## config.mk

```make
export PLATFORM = sky130hd
export DESIGN_NAME = meter_coin_input
export DESIGN_NICKNAME = d
export VERILOG_FILES = /design/src/rtl/meter_coin_input.sv
export SDC_FILE = /design/constraint.sdc
export NUM_CORES = 1
export LEC_CHECK = 0
export BUFFER_PORTS_ARGS = -buffer_cell sky130_fd_sc_hd__buf_2
export CAP_MARGIN = 20
export CELL_PAD_IN_SITES_DETAIL_PLACEMENT = 0
export CELL_PAD_IN_SITES_GLOBAL_PLACEMENT = 1
export CORE_ASPECT_RATIO = 0.6
export CORE_MARGIN = 2
export CORE_UTILIZATION = 30
export DETAILED_ROUTE_END_ITERATION = 12
export GPL_TIMING_DRIVEN = 0
export PLACE_DENSITY = 0.5
export SETUP_SLACK_MARGIN = 0.15
export SLEW_MARGIN = 0
export SYNTH_ARGS = -nofsm -noshare
export SYNTH_HDL_FRONTEND = slang
export SYNTH_SLANG_ARGS = --single-unit
```

## constraint.sdc

```tcl
create_clock -name clk -period 2.2 [get_ports clk]
set_input_delay 0.55 -clock clk [delete_from_list [all_inputs] [get_ports clk]]
set_output_delay 0.55 -clock clk [all_outputs]
set_load 0.01 [all_outputs]
```

## src/rtl/meter_coin_input.sv

```systemverilog
// meter_coin_input
// Conditions the four raw add-time buttons for the parking-meter counter.
// Each button is synchronized, debounced for press and release, and turned
// into a single registered credit transaction held until the meter takes it.
//
// Ports:
//   clk                           system clock, rising edge
//   reset10                       asynchronous active-high reset
//   add50/add150/add200/add500    raw asynchronous buttons, active-high
//   add_ready                     meter accepts the pending credit this cycle
//   add_valid                     credit transaction pending (registered)
//   add_amount[9:0]               credit value, 0 whenever add_valid is low
//   busy                          FSM is outside IDLE (registered)
module meter_coin_input #(
  parameter int unsigned DEB_CYCLES = 4,
  parameter int unsigned CNT_W      = 20
) (
  input  logic       clk,
  input  logic       reset10,
  input  logic       add50,
  input  logic       add150,
  input  logic       add200,
  input  logic       add500,
  input  logic       add_ready,
  output logic       add_valid,
  output logic [9:0] add_amount,
  output logic       busy
);

  localparam int unsigned AMT_W = 10;
  localparam int unsigned NBTN  = 4;
  localparam logic [CNT_W-1:0] CNT_LAST = CNT_W'(DEB_CYCLES - 1);

  typedef enum logic [1:0] {
    IDLE    = 2'd0,
    QUAL    = 2'd1,
    FIRE    = 2'd2,
    RELEASE = 2'd3
  } state_t;

  state_t            state, state_next;
  logic [NBTN-1:0]   raw, sync1, sync2;
  logic [NBTN-1:0]   sel, sel_next;
  logic [AMT_W-1:0]  amt, amt_next;
  logic [CNT_W-1:0]  cnt, cnt_next;
  logic              valid_next;
  logic [AMT_W-1:0]  amount_next;
  logic              busy_next;
  logic              sel_hit;
  logic              any_btn;

  // Bit order doubles as priority order: bit 0 (add50) wins.
  assign raw     = {add500, add200, add150, add50};
  assign sel_hit = |(sel & sync2);
  assign any_btn = |sync2;

  // Two-flop synchronizer per button.
  always_ff @(posedge clk or posedge reset10) begin
    if (reset10) begin
      sync1 <= '0;
      sync2 <= '0;
    end else begin
      sync1 <= raw;
      sync2 <= sync1;
    end
  end

  // State, debounce and output registers.
  always_ff @(posedge clk or posedge reset10) begin
    if (reset10) begin
      state      <= IDLE;
      sel        <= '0;
      amt        <= '0;
      cnt        <= '0;
      add_valid  <= 1'b0;
      add_amount <= '0;
      busy       <= 1'b0;
    end else begin
      state      <= state_next;
      sel        <= sel_next;
      amt        <= amt_next;
      cnt        <= cnt_next;
      add_valid  <= valid_next;
      add_amount <= amount_next;
      busy       <= busy_next;
    end
  end

  // Next-state logic; outputs are derived from the next state so they are
  // registered in step with the state itself.
  always_comb begin
    state_next = state;
    sel_next   = sel;
    amt_next   = amt;
    cnt_next   = cnt;

    unique case (state)
      IDLE: begin
        if (any_btn) begin
          if (sync2[0]) begin
            sel_next = 4'b0001;
            amt_next = AMT_W'(50);
          end else if (sync2[1]) begin
            sel_next = 4'b0010;
            amt_next = AMT_W'(150);
          end else if (sync2[2]) begin
            sel_next = 4'b0100;
            amt_next = AMT_W'(200);
          end else begin
            sel_next = 4'b1000;
            amt_next = AMT_W'(500);
          end
          cnt_next   = '0;
          state_next = QUAL;
        end
      end

      QUAL: begin
        if (!sel_hit) begin
          state_next = IDLE;
        end else if (cnt == CNT_LAST) begin
          state_next = FIRE;
        end else begin
          cnt_next = cnt + CNT_W'(1);
        end
      end

      FIRE: begin
        if (add_valid && add_ready) begin
          cnt_next   = '0;
          state_next = RELEASE;
        end
      end

      RELEASE: begin
        // Any high button restarts the release qualification.
        if (any_btn) begin
          cnt_next = '0;
        end else if (cnt == CNT_LAST) begin
          state_next = IDLE;
        end else begin
          cnt_next = cnt + CNT_W'(1);
        end
      end

      default: state_next = IDLE;
    endcase

    valid_next  = (state_next == FIRE);
    amount_next = valid_next ? amt_next : '0;
    busy_next   = (state_next != IDLE);
  end

endmodule

```

==> out/results.ini <==
[status]
outcome = finished clean

[route]
vias_per_cell = 5.04
wire_per_inst_um = 15.6
drt_iter0_markers = 120
route.detailed.drc = 0
routed_wl_um = 6080
dr.pass1.iters = 4
routed-via-count = 1960
antenna_left = 0

[floorplan]
die_x_um = 123
rows = 26
ios = 19
die_height_um = 75.5
initial_utilization = 0.304
dieArea_um2 = 9290
coreArea_um2 = 8390

[sta]
rsz0062_at_grt = false
finalSetupViolCount = 0
clock.fmax_ghz = 0.520
final-max-slew-violation-count = 0
finalClockSkew_ns = 0.00430
slew_headroom = 0.618
tightest_slew_ns = 0.572
whs_ns = 0.300
timing.final.crit_period_ns = 1.92
setup_tns_ns = 0
post-route-period-util = 0.874
hold_violations = 0

[yosys]
yosys_register_bits = 56
synthTopCellsByArea = dfrtp_1, nor2b_1, o21ai_0
syn_area_per_cell_um2 = 10.5
synth-async-reset-ratio = 1.00
synth_top_area_frac = 0.549
synth_flop_cell = dfrtp_1
syn-num-nets = 251
synth_edf_count = 0
synth_commonest_cells = dfrtp_1, nand2_1, nor2_1
ys_warn_count = 0
ys_seq_area_frac = 0.549
synth.most_common_cell = dfrtp_1
synth.distinct_cells = 45
syn-instance-count = 243
synth.cell_area_um2 = 2550
yosysTopAreaCell = dfrtp_1

[power_and_ir_drop]
leakage_nw = 1.42
power.density_nw_per_um2 = 1150
ir_drop_uv = 432

[clock_network]
clk_pin_slew_ns = 0.08
ctsHoldBuffers = 0
cts_tree = yes
cts.sinks = 56
clock_path_buffers = 2
cts_root_buf = clkbuf_16
htreeDepth = 2
cts-buffers-inserted = 5
clk_latency_ns = 0.30

[flow_run]
maxCapViolations = 0

[global_route]
antenna_found_initial = 0
grt_use_total = 0.144
grt_max_degree = 34
grt_pass1_wl_um = 9950
grt_pass1_vias = 1807
grt_overflow = 0

[placement]
place_hpwl_um = 4390
io_buffer_count = 18
gp_congestion = 0.710
placed_area_um2 = 2800

[finish]
syn_to_final_growth_pct = 21.0
multi_input_area_um2 = 1140
final_layout_size_suffix_gt1_frac = 0.249
num-nets-final = 284
final_area_um2 = 3090
diodes = 0
fin_util = 0.368
fillCellCount = 862
regArea_um2 = 1410

[worst_setup_path]
critical_path_class = reg -> reg
worstPathArrival_ns = 2.15
critPathLaunchType = register
crit_fanout = 4
end_kind = register
cp.required_ns = 2.43

[min_path]
hp-class = in -> async

==> power breakdown <==
part / switching [mW] / internal, mW
Clock: 0.398 / 0.433
Sequential: 0.127 / 1.24
Combinational: 0.833 / 0.505
==> state kept, by name, indices dropped and copies added (netlist names) <==
signal      cells
add_valid       1
sync2           4
sync1           4
busy            1
sel             4
cnt            20
amt            10
add_amount     10
state           2
==> per-stage QoR <==
stage               power (mW)  cells  setup WS (ns)
floorplan                 2.26    243          0.279
global placement          2.66    373         -0.612
detailed placement        2.65    374         0.0821
CTS                       3.51    382          0.167
global route              3.82    389          0.123
finish                    3.54    389          0.278
==> cell usage in the layout, fill, tap and decap left out, types with 3 or more instances in the layout <==
cell       instances
o41ai_2            4
nor4_1             4
nand2b_1           4
buf_2             21
nor4_4             3
o31ai_1            9
clkbuf_4           3
nor2_1            18
a31oi_1            4
dfrtp_1           52
or4_1              4
or3_1              4
nand4_1            6
nor2b_1           13
nand2_1           19
inv_1              6
a21oi_1           14
dfrtp_2            4
xor2_1             3
and2_1             4
buf_4              7
nand3_1           10
o21ai_0           15
clkbuf_16          5
==> layout make-up <==
cell class	instances	share of cell area
sequential	56	0.455
multi-input combinational	170	0.369
timing repair buffer	26	0.0527
tap	112	0.0454
clock buffer	5	0.0405
buffer	10	0.0198
clock inverter	3	0.00891
inverter	7	0.00851
==> worst max-delay path, cell delays in order, from the launching register on <==
cell and delay, ns:
dfrtp_2 0.45, ha_4 0.19, nor4b_2 0.15, nand2_1 0.13, nor3_4 0.07, buf_4 0.14
buf_4 0.12, or4_1 0.46, a21oi_1 0.15
==> worst paths after layout <==
check,start,end,slack (ns),depth (start not counted)
min reg2reg,sync1[3]$_DFF_PP0_,sync2[3]$_DFF_PP0_,0.35,0
min in group clk,add500,sync1[3]$_DFF_PP0_,0.35,1
max,cnt[0]$_DFFE_PP0P_,cnt[8]$_DFFE_PP0P_,0.28,8
min,reset10,sync2[3]$_DFF_PP0_,0.30,2
max in group asynchronous,reset10,cnt[0]$_DFFE_PP0P_,1.31,3
max reg2reg,cnt[0]$_DFFE_PP0P_,cnt[8]$_DFFE_PP0P_,0.28,8
==> cell families after synthesis <==
logic type,Yosys count,synth area share
xor gates and xnor gates,3,0.0103
adders and majority gates,1,0.00490
buffers and inverters,17,0.0304
DFF,56,0.549
AOI/OAI and AO/OA,63,0.169
and+or+nand+nor,103,0.236
==> repair_timing <==
item | CTS | global route
pin swaps | 0 | 5
gates resized for setup | 2 | 19
endpoints found under the setup margin | 10 | 29
endpoints found under the hold margin | 0 | 0
setup buffers | 0 | 7
==> routing by layer <==
layer | vias to the layer above | routed length (µm) | global-route usage
li1 | 964 | - | -
met1 | 953 | 3560 | 0.242
met2 | 35 | 2190 | 0.175
met3 | 8 | 257 | 0.0359
met4 | 0 | 76 | 0.0379
met5 | - | 0 | 0
Power figures use the tool's default switching activity.
